**config.mk**
```make
export PLATFORM = sky130hd
export DESIGN_NAME = adder_scheduler_flat
export DESIGN_NICKNAME = d
export VERILOG_FILES = /design/src/rtl/adder_scheduler_pkg.sv /design/src/rtl/adder_scheduler_if.sv /design/src/rtl/adder_scheduler_adder8_cin.sv /design/src/rtl/adder_scheduler.sv /design/src/flat_wrapper.sv
export SDC_FILE = /design/constraint.sdc
export NUM_CORES = 1
export LEC_CHECK = 0
export ABC_AREA = 0
export BUFFER_PORTS_ARGS = -buffer_cell sky130_fd_sc_hd__buf_2
export CELL_PAD_IN_SITES_DETAIL_PLACEMENT = 1
export CELL_PAD_IN_SITES_GLOBAL_PLACEMENT = 2
export CORE_AREA = 3 3 133 135
export CTS_CLUSTER_SIZE = 24
export DETAILED_ROUTE_END_ITERATION = 8
export DIE_AREA = 0 0 136 138
export PLACE_DENSITY_LB_ADDON = 0.1
export SLEW_MARGIN = 10
export SYNTH_ARGS = -nofsm -noshare
export SYNTH_HDL_FRONTEND = slang
export SYNTH_SLANG_ARGS = --single-unit
```
**constraint.sdc**
```tcl
create_clock -name clock -period 3.67 [get_ports clock]
set_input_delay 0.5505 -clock clock [delete_from_list [all_inputs] [get_ports clock]]
set_output_delay 0.5505 -clock clock [all_outputs]
set_load 0.1 [all_outputs]
```
**src/rtl/adder_scheduler_pkg.sv**
```systemverilog
// Shared types and constants for the byte-serial adder scheduler.
package adder_scheduler_pkg;

    typedef enum logic [1:0] {
        IDLE = 2'd0,
        RUN  = 2'd1,
        DONE = 2'd2
    } state_t;

    localparam int unsigned NBYTES_DEFAULT = 4;
    localparam int unsigned ID_W           = 1;
    localparam int unsigned BYTE_W         = 8;

endpackage

```
**src/rtl/adder_scheduler_if.sv**
```systemverilog
// Request/response bundle between two clients, the scheduler and the result consumer.
interface adder_scheduler_if
    import adder_scheduler_pkg::*;
#(
    parameter int unsigned NBYTES = NBYTES_DEFAULT
);
    localparam int unsigned W = BYTE_W * NBYTES;

    logic            io_req0_valid;
    logic            io_req0_ready;
    logic [W-1:0]    io_req0_a;
    logic [W-1:0]    io_req0_b;
    logic            io_req0_cin;

    logic            io_req1_valid;
    logic            io_req1_ready;
    logic [W-1:0]    io_req1_a;
    logic [W-1:0]    io_req1_b;
    logic            io_req1_cin;

    logic            io_resp_valid;
    logic            io_resp_ready;
    logic [W-1:0]    io_resp_sum;
    logic            io_resp_cout;
    logic [ID_W-1:0] io_resp_id;

    logic            io_busy;

    // Client/consumer side
    modport master (
        output io_req0_valid, io_req0_a, io_req0_b, io_req0_cin,
        output io_req1_valid, io_req1_a, io_req1_b, io_req1_cin,
        output io_resp_ready,
        input  io_req0_ready, io_req1_ready,
        input  io_resp_valid, io_resp_sum, io_resp_cout, io_resp_id, io_busy
    );

    // Scheduler side
    modport slave (
        input  io_req0_valid, io_req0_a, io_req0_b, io_req0_cin,
        input  io_req1_valid, io_req1_a, io_req1_b, io_req1_cin,
        input  io_resp_ready,
        output io_req0_ready, io_req1_ready,
        output io_resp_valid, io_resp_sum, io_resp_cout, io_resp_id, io_busy
    );

endinterface

```
**src/rtl/adder_scheduler_adder8_cin.sv**
```systemverilog
// Shared 8-bit adder slice with carry in/out.
module adder8_cin
    import adder_scheduler_pkg::*;
(
    input  logic [BYTE_W-1:0] a,
    input  logic [BYTE_W-1:0] b,
    input  logic              cin,
    output logic [BYTE_W-1:0] s,
    output logic              cout
);

    // 9-bit sum split into carry and byte
    assign {cout, s} = (BYTE_W+1)'(a) + (BYTE_W+1)'(b) + (BYTE_W+1)'(cin);

endmodule

```
**src/rtl/adder_scheduler.sv**
```systemverilog
// Arbitrates two requesters onto one 8-bit adder and sums their operands LSB byte first.
module adder_scheduler
    import adder_scheduler_pkg::*;
#(
    parameter int unsigned NBYTES = NBYTES_DEFAULT
)(
    input  logic              clock,
    input  logic              reset,
    adder_scheduler_if.slave  io
);

    localparam int unsigned W     = BYTE_W * NBYTES;
    localparam int unsigned IDX_W = (NBYTES > 1) ? $clog2(NBYTES) : 1;
    localparam logic [IDX_W-1:0] IDX_LAST = IDX_W'(NBYTES - 1);

    state_t            state_q;
    state_t            state_d;
    logic              rr_q;
    logic [ID_W-1:0]   id_q;
    logic [IDX_W-1:0]  idx_q;
    logic              carry_q;
    logic [W-1:0]      a_q;
    logic [W-1:0]      b_q;
    logic [W-1:0]      sum_q;
    logic              resp_valid_q;
    logic              busy_q;

    logic              grant0;
    logic              grant1;
    logic              accept;
    logic [BYTE_W-1:0] byte_a;
    logic [BYTE_W-1:0] byte_b;
    logic [BYTE_W-1:0] byte_s;
    logic              byte_c;

    assign byte_a = a_q[idx_q*BYTE_W +: BYTE_W];
    assign byte_b = b_q[idx_q*BYTE_W +: BYTE_W];
    assign accept = grant0 | grant1;

    adder8_cin u_adder (
        .a    (byte_a),
        .b    (byte_b),
        .cin  (carry_q),
        .s    (byte_s),
        .cout (byte_c)
    );

    // State register
    always_ff @(posedge clock or negedge reset) begin
        if (!reset) state_q <= IDLE;
        else        state_q <= state_d;
    end

    // Next state and round-robin grant; rr_q=1 gives requester 1 priority
    always_comb begin
        state_d = state_q;
        grant0  = 1'b0;
        grant1  = 1'b0;
        case (state_q)
            IDLE: begin
                grant0 = io.io_req0_valid && (!io.io_req1_valid || !rr_q);
                grant1 = io.io_req1_valid && (!io.io_req0_valid ||  rr_q);
                if (grant0 || grant1) state_d = RUN;
            end
            RUN:     if (idx_q == IDX_LAST) state_d = DONE;
            DONE:    if (io.io_resp_ready)  state_d = IDLE;
            default: state_d = IDLE;
        endcase
    end

    // Operand capture, byte-serial accumulation and response flops
    always_ff @(posedge clock or negedge reset) begin
        if (!reset) begin
            rr_q         <= 1'b0;
            id_q         <= '0;
            idx_q        <= '0;
            carry_q      <= 1'b0;
            a_q          <= '0;
            b_q          <= '0;
            sum_q        <= '0;
            resp_valid_q <= 1'b0;
            busy_q       <= 1'b0;
        end else begin
            if (accept) begin
                a_q     <= grant1 ? io.io_req1_a   : io.io_req0_a;
                b_q     <= grant1 ? io.io_req1_b   : io.io_req0_b;
                carry_q <= grant1 ? io.io_req1_cin : io.io_req0_cin;
                idx_q   <= '0;
                id_q    <= ID_W'(grant1);
                rr_q    <= ~grant1;
            end
            if (state_q == RUN) begin
                sum_q[idx_q*BYTE_W +: BYTE_W] <= byte_s;
                carry_q                       <= byte_c;
                if (idx_q != IDX_LAST) idx_q <= idx_q + IDX_W'(1);
            end
            resp_valid_q <= (state_d == DONE);
            busy_q       <= (state_d != IDLE);
        end
    end

    assign io.io_req0_ready = grant0;
    assign io.io_req1_ready = grant1;
    assign io.io_resp_valid = resp_valid_q;
    assign io.io_resp_sum   = sum_q;
    assign io.io_resp_cout  = carry_q;
    assign io.io_resp_id    = id_q;
    assign io.io_busy       = busy_q;

endmodule

```
**src/flat_wrapper.sv**
```systemverilog
// flat-port wrapper written by rule: the top's interface ports become plain ports
module adder_scheduler_flat import adder_scheduler_pkg::*;
#(
    parameter int unsigned NBYTES = NBYTES_DEFAULT
)
  (clock, reset, io_io_req0_valid, io_io_req0_a, io_io_req0_b, io_io_req0_cin, io_io_req1_valid, io_io_req1_a, io_io_req1_b, io_io_req1_cin, io_io_resp_ready, io_io_req0_ready, io_io_req1_ready, io_io_resp_valid, io_io_resp_sum, io_io_resp_cout, io_io_resp_id, io_io_busy);
  adder_scheduler_if #(.NBYTES(NBYTES)) io_i ();
  input  logic clock;
  input  logic reset;
  input wire logic [$bits(io_i.io_req0_valid)-1:0] io_io_req0_valid;
  input wire logic [$bits(io_i.io_req0_a)-1:0] io_io_req0_a;
  input wire logic [$bits(io_i.io_req0_b)-1:0] io_io_req0_b;
  input wire logic [$bits(io_i.io_req0_cin)-1:0] io_io_req0_cin;
  input wire logic [$bits(io_i.io_req1_valid)-1:0] io_io_req1_valid;
  input wire logic [$bits(io_i.io_req1_a)-1:0] io_io_req1_a;
  input wire logic [$bits(io_i.io_req1_b)-1:0] io_io_req1_b;
  input wire logic [$bits(io_i.io_req1_cin)-1:0] io_io_req1_cin;
  input wire logic [$bits(io_i.io_resp_ready)-1:0] io_io_resp_ready;
  output wire logic [$bits(io_i.io_req0_ready)-1:0] io_io_req0_ready;
  output wire logic [$bits(io_i.io_req1_ready)-1:0] io_io_req1_ready;
  output wire logic [$bits(io_i.io_resp_valid)-1:0] io_io_resp_valid;
  output wire logic [$bits(io_i.io_resp_sum)-1:0] io_io_resp_sum;
  output wire logic [$bits(io_i.io_resp_cout)-1:0] io_io_resp_cout;
  output wire logic [$bits(io_i.io_resp_id)-1:0] io_io_resp_id;
  output wire logic [$bits(io_i.io_busy)-1:0] io_io_busy;
  assign io_i.io_req0_valid = io_io_req0_valid;
  assign io_i.io_req0_a = io_io_req0_a;
  assign io_i.io_req0_b = io_io_req0_b;
  assign io_i.io_req0_cin = io_io_req0_cin;
  assign io_i.io_req1_valid = io_io_req1_valid;
  assign io_i.io_req1_a = io_io_req1_a;
  assign io_i.io_req1_b = io_io_req1_b;
  assign io_i.io_req1_cin = io_io_req1_cin;
  assign io_i.io_resp_ready = io_io_resp_ready;
  assign io_io_req0_ready = io_i.io_req0_ready;
  assign io_io_req1_ready = io_i.io_req1_ready;
  assign io_io_resp_valid = io_i.io_resp_valid;
  assign io_io_resp_sum = io_i.io_resp_sum;
  assign io_io_resp_cout = io_i.io_resp_cout;
  assign io_io_resp_id = io_i.io_resp_id;
  assign io_io_busy = io_i.io_busy;
  adder_scheduler #(.NBYTES(NBYTES)) u_core (.clock(clock), .reset(reset), .io(io_i));
endmodule
```
==> results of run 1 <==
-- through the flow --
step / instance area, µm² / power (mW) / utilization [%] / hold slack [ns]
2_1_floorplan: 5130 / 5.06 / - / 0.255
3_3_place_gp: 6190 / 6.10 / 37.3 / 0.459
5_1_grt: 6510 / 7.73 / 39.3 / 0.251
4_1_cts: 6510 / 7.27 / 39.3 / 0.240
3_5_place_dp: 6190 / 6.17 / 37.3 / 0.460
6_report: 6510 / 7.16 / 39.3 / 0.215
-- layout by cell type, fill, tap and decap left out, types with 5 or more instances in the layout --
cell type  synthesis  final
dfrtp_1          105    105
mux2i_1           26     26
o21ai_0           39     38
ha_1              13     13
o31ai_1            8      8
buf_2              7    171
a21oi_1            5      5
nor2_1            12     12
mux4_2            16     16
nand2_1           48     48
clkbuf_16          0      9
inv_1             46     46
buf_4              3      6
a22o_1            16     16
a222oi_1          38     38
-- registers in the layout, indices dropped and copies added (netlist names) --
signal / flops
u_core.io.io_resp_cout: 1
u_core.rr_q: 1
u_core.io.io_resp_id: 1
u_core.io.io_resp_valid: 1
u_core.io.io_resp_sum: 32
u_core.state_q: 2
u_core.io.io_busy: 1
u_core.a_q: 32
u_core.idx_q: 2
u_core.b_q: 32
-- cell type report --
cell class / instances / area share, %
clock inverters: 7 / 1.58
multi-input cells: 268 / 33.6
flip-flops and latches: 105 / 40.3
inverters: 46 / 2.65
well taps: 220 / 4.23
clock buffers: 9 / 3.46
repair buffers: 178 / 14.1
-- cells by family after synthesis --
family | Yosys count
buffers and inverters | 73
adders and majority gates | 15
DFF | 105
AOI/OAI and AO/OA | 124
muxes | 42
xor gates and xnor gates | 3
and+or+nand+nor | 84
-- path summary, 6_finish.rpt --
kind | startpoint | end | slack, ns | cells after the start
min in group clock | io_io_req1_b[22] | u_core.b_q[22] | 0.39 | 3
hold / removal | reset | u_core.io.io_resp_valid | 0.21 | 1
max in group asynchronous | reset | u_core.a_q[10] | 2.68 | 2
setup reg to reg | u_core.idx_q[0] | u_core.io.io_resp_sum[30] | 0.72 | 7
setup / recovery | u_core.idx_q[0] | u_core.io.io_resp_sum[30] | 0.72 | 7
hold reg to reg | u_core.io.io_resp_sum[15] | u_core.io.io_resp_sum[15] | 0.47 | 2
-- where the power goes --
part           total, mW  internal, mW  switching [mW]
registers           2.08          1.67           0.411
logic               4.01          1.29            2.72
clock network       1.07         0.605           0.465
total               7.16          3.56            3.60
-- per-layer routing --
metal | wire (µm) | GRT usage, % | vias up
li1 | - | - | 1997
met1 | 7520 | 25.2 | 2155
met2 | 8170 | 28.7 | 127
met3 | 830 | 4.03 | 13
met4 | 210 | 5.94 | 0
met5 | 0 | 0 | -
==> impl_metrics.csv, run 1 <==
group,metric,value,unit
detailed_routing,drc,0,
synth,yosys.area_share.adder,3.95,%
synth,synth_xor_area_share,0.512,%
die,rows,47,
placement,gp_congestion,0.827,
synth,synth_enable_flop_cells,0,
sta,maxSlewHeadroom,41.1,%
grt,grt-ovfl-total,0,
power,peakVddDrop,0.369,mV
die,die_h,138,µm
clocking,h-tree-depth,3,
clocking,holdBufCountCts,0,
die,start_util,30.9,%
worst_setup_path,worstPathRequired,3.93,ns
synth,yosys_warnings,0,
sta,rsz0062_at_grt,"no",
synth,synth-seq-area-share,51.2,%
synth,synth_commonest_cells,"105 x dfrtp_1, 48 x nand2_1, 46 x inv_1, 39 x o21ai_0, 38 x a222oi_1",
clocking,cts_sinks,105,
power,powerDensity,1100,mW/mm²
flow_run,drv_cap,0,
worst_setup_path,path_cells,"buf_4 -> mux4_2 -> ha_1 -> nor2b_1 -> o31a_1 -> o31a_1 -> o31ai_1",
sta,timing.final.crit_period,2.95,ns
cells_and_area,final_layout_size_suffix_gt1_share,35.9,%
clocking,cts_tree,"built",
worst_setup_path,cpMostUsedCell,"o31a_1",
clocking,cts.path.max_buffers,2,
synth,synth_simple_gate_area_share,7.49,%
grt,grt_max_degree,93,
synth,yosysTopAreaCell,"dfrtp_1",
hold_path,hold_class,"input port to asynchronous set/reset pin",
placement,post-place-cells,817,
synth,syn_avg_cell_area,11.5,µm²
die,die-area,0.0188,mm²
run_status,status,"finished clean",
synth,synthDistinctLibCells,45,
clocking,postCtsResizedCells,0,
worst_setup_path,critPathLaunchType,"register",
cells_and_area,fillerInstances,1894,
sta,fmax,338,MHz
synth,netlist_top_cells_area,"dfrtp_1 51%, a222oi_1 7.4%, mux4_2 7.0%, mux2i_1 5.1%, o21ai_0 3.8%",
worst_setup_path,arrival,3.22,ns
grt,grt_pass1_vias,4677,
synth,syn_nets,596,
clocking,post-cts-setup-buffers,0,
clocking,clk_latency,0.36,ns
worst_setup_path,crit_path_max_incr_delay,0.56,ns
synth,synth_top_family_by_area,"compound AO/OA/AOI/OAI gates",
synth,yosysMostFrequentCell,"dfrtp_1",
sta,tns,0,ns
detailed_routing,routedWlPerCell,20.1,µm
cells_and_area,synthToLayoutAreaGrowth,27.0,%
clocking,cts_inserted_buffers,9,
power,leakage,3.26,nW
die,coreArea,0.0166,mm²
synth,netlist.area_leader.share,51.2,%
sta,skew,0.00874,ns
cells_and_area,final-seq-area,0.00263,mm²
cells_and_area,diodes,0,
sta,setup_violations,0,
detailed_routing,ant_nets,0,
worst_setup_path,path_buf_inv,1,
sta,fin_crit_sh,80.5,%
sta,tightest_slew,0.883,ns
clocking,clk_pin_slew,0.07,ns
synth,yosys_most_used_dff,"dfrtp_1",
cells_and_area,finalNonFillerCells,833,
cells_and_area,multiInputGateArea,0.00219,mm²
detailed_routing,wl,16700,µm
synth,synth_compound_area_share,18.4,%
detailed_routing,num_vias,4292,
clocking,cts-root-buf,"clkbuf_16",
synth,synthCells,446,
cells_and_area,fin_nets,758,
grt,grt_pass1_wl,26300,µm
grt,antenna_found_initial,0,
worst_setup_path,cp_top_family,"compound AO/OA/AOI/OAI gates",
sta,setup_slack,0.716,ns
die,die_x,136,µm
synth,synth_area,0.00513,mm²
die,io-pin-count,173,
worst_setup_path,worst-path-max-fanout,21,
worst_setup_path,crit_slowest_cell,"mux4_2",
worst_setup_path,cp-end-kind,"register",
synth,synth_seq_cells,105,
worst_setup_path,crit_type,"register to register",
detailed_routing,drtPass1Iterations,8,
synth,synthArstFlopShare,100,%
detailed_routing,drt_iter0_drc,330,
placement,dpl_worst_slack,0.674,ns
detailed_routing,avgViaCountPerCell,5.15,
sta,hold_violations,0,
placement,dpl.hpwl,12800,µm
placement,port_buffers,172,
grt,grtUsageTotal,18.3,%
sta,maxSlewViolCount,0,
synth,synthMuxAreaShare,12.1,%
No activity file was read; power rests on OpenSTA's default activity.
==> run 2: changes to the inputs <==
Settings changed: CORE_AREA 3 3 133 135 to 3 3 140 142, DIE_AREA 0 0 136 138 to 0 0 143 145.
Clock period 3.67 ns to 2.65 ns, I/O delays scaled along.
==> run 2 against run 1 <==
Compared with the run above:
- sequential cell count unchanged
- sequential share of layout area is 2.1 points lower
- the flow now finishes with violations (negative setup slack)
- clock power increased by 21%
- critical path type unchanged
- clock skew decreased by 0.0011 ns
- core utilization down 2.2 points
==> impl_metrics.csv, run 2 (synthesis gave the netlist of run 1 again) <==
group,metric,value,unit
run_status,status,"finished with violations",
run_status,violations,"negative setup slack",
sta,maxSlewViolCount,0,
sta,timing.final.crit_period,2.67,ns
sta,maxSlewHeadroom,57.0,%
detailed_routing,ant_nets,0,
grt,grtUsageTotal,17.4,%
sta,setup_violations,2,
die,die_x,143,µm
detailed_routing,avgViaCountPerCell,5.08,
clocking,clk_latency,0.36,ns
worst_setup_path,r2r_cells,8,
die,rows,50,
detailed_routing,routedWlPerCell,20.8,µm
hold_path,hold_class,"input port to register",
worst_setup_path,worst-path-max-fanout,6,
worst_setup_path,critPathLaunchType,"register",
hold_path,hold-path-endpoint,"u_core.b_q[7]",
sta,fin_crit_sh,101,%
cells_and_area,synthToLayoutAreaGrowth,34.2,%
detailed_routing,wl,18000,µm
clocking,cts_sinks,105,
power,leakage,3.37,nW
hold_path,min_from,"io_io_req1_b[7]",
placement,dpl.hpwl,13400,µm
die,die_h,145,µm
worst_setup_path,r2r-start,"u_core.idx_q[0]",
clocking,cts_tree,"built",
worst_setup_path,crit_type,"register to register",
cells_and_area,final_common_cell,"buf_2",
power,powerDensity,1610,mW/mm²
grt,grt_pass1_vias,4879,
sta,hold_slack,0.244,ns
worst_setup_path,cp-end-kind,"register",
sta,tightest_slew,0.643,ns
grt,grt_pass1_wl,28000,µm
cells_and_area,diodes,0,
die,start_util,27.6,%
die,io-pin-count,173,
placement,port_buffers,172,
worst_setup_path,worstPathRequired,2.91,ns
sta,hold_violations,0,
cells_and_area,fin_nets,779,
clocking,cts_inserted_buffers,9,
clocking,h-tree-depth,3,
cells_and_area,finalNonFillerCells,867,
die,coreArea,0.0186,mm²
sta,tns,-0.0222,ns
cells_and_area,final_layout_size_suffix_gt1_share,41.1,%
flow_run,drv_cap,0,
detailed_routing,drtPass1Iterations,6,
worst_setup_path,arrival,2.93,ns
die,die-area,0.0207,mm²
grt,antenna_found_initial,0,
worst_setup_path,r2r_slack,-0.02,ns
worst_setup_path,r2r_end,"u_core.io.io_resp_sum[14]",
clocking,cts-root-buf,"clkbuf_16",
placement,post-place-cells,842,
detailed_routing,drc,0,
grt,grt-ovfl-total,0,
detailed_routing,num_vias,4401,
power,peakVddDrop,0.554,mV
cells_and_area,fillerInstances,2106,
sta,rsz0062_at_grt,"yes",
cells_and_area,final_cell_mix,"169 x buf_2, 104 x dfrtp_1, 48 x nand2_1",
sta,fmax,374,MHz
detailed_routing,drt_iter0_drc,327,
sta,setup_slack,-0.0209,ns
hold_path,holdPathStages,3,
placement,gp_congestion,0.790,
clocking,cts.path.max_buffers,2,
clocking,clk_pin_slew,0.07,ns
grt,grt_max_degree,55,
sta,skew,0.00765,ns
run 2: cell types whose count changed in the layout (fill, tap and decap cells not counted), sizes merged:
cell	delta
buf	+19
bufinv	-2
clkbuf	+1
clkinv	+1
clkinvlp	-1
dlygate4sd3	+1
inv	+1
run 2: where the power goes:
group | switching [mW] | internal (mW) | leakage [nW] | total (mW)
clock | 0.645 | 0.648 | 0.130 | 1.29
sequential | 0.527 | 2.31 | 1.34 | 2.84
combinational | 4.34 | 2.58 | 1.90 | 6.91
total | 5.51 | 5.53 | 3.37 | 11.0
run 2: worst max-delay path by stage:
stage	cells past startpoint	to	slack, ns	startpoint
finish	8	u_core.io.io_resp_sum[14]	-0.02	u_core.idx_q[0]
global route	8	u_core.io.io_resp_sum[14]	-0.16	u_core.idx_q[0]
CTS	8	u_core.io.io_resp_sum[30]	-0.04	u_core.idx_q[0]
floorplan	9	u_core.io.io_resp_sum[14]	0.004	u_core.idx_q[0]
global placement	8	u_core.io.io_resp_sum[6]	0.04	u_core.idx_q[0]
detailed placement	8	u_core.io.io_resp_sum[30]	-0.05	u_core.idx_q[0]
run 2: timing repair:
item                       4_1_cts  5_1_grt
hold buffers                     1        0
pin swaps                        6        4
buffers inserted                 2        6
setup endpoints to repair        4       17
cloned                           0        1
hold endpoints to repair         9        0
resized for setup                3       22
run 2: stage by stage:
step | instance area, µm² | power [mW] | util [%] | setup WS [ns]
after floorplan | 5140 | 7.04 | - | 0.00414
after global placement | 6370 | 8.84 | 34.3 | 0.0391
after detailed placement | 6370 | 8.96 | 34.3 | -0.0458
after CTS | 6690 | 10.4 | 36.0 | -0.0446
after global routing | 6880 | 11.8 | 37.0 | -0.158
final | 6880 | 11.0 | 37.0 | -0.0209
run 2: final cells by class:
class                           count  area (µm²)  area share [%]
Clock buffer                        9         225            3.27
Clock inverter                      6        52.6           0.764
Inverter                           46         173            2.51
Multi-Input combinational cell    268        2330            33.8
Sequential cell                   105        2630            38.2
Tap cell                          234         293            4.26
Timing Repair Buffer              199        1180            17.2
run 2: worst max-delay path, stage by stage (launching register included):
cell and delay, ns:
dfrtp_2 0.45, buf_6 0.13, clkbuf_16 0.14, mux4_2 0.55, ha_4 0.28, nor2b_2 0.16
o31a_1 0.29, o31a_1 0.35, o31ai_2 0.23
run 2: layer usage:
metal	vias up	global-route usage, %	share of wire (%)
met1	2219	23.0	43
met4	0	5.13	1.8
met3	19	3.69	4.7
met5	-	0	0
li1	2029	-	-
met2	134	28.8	50
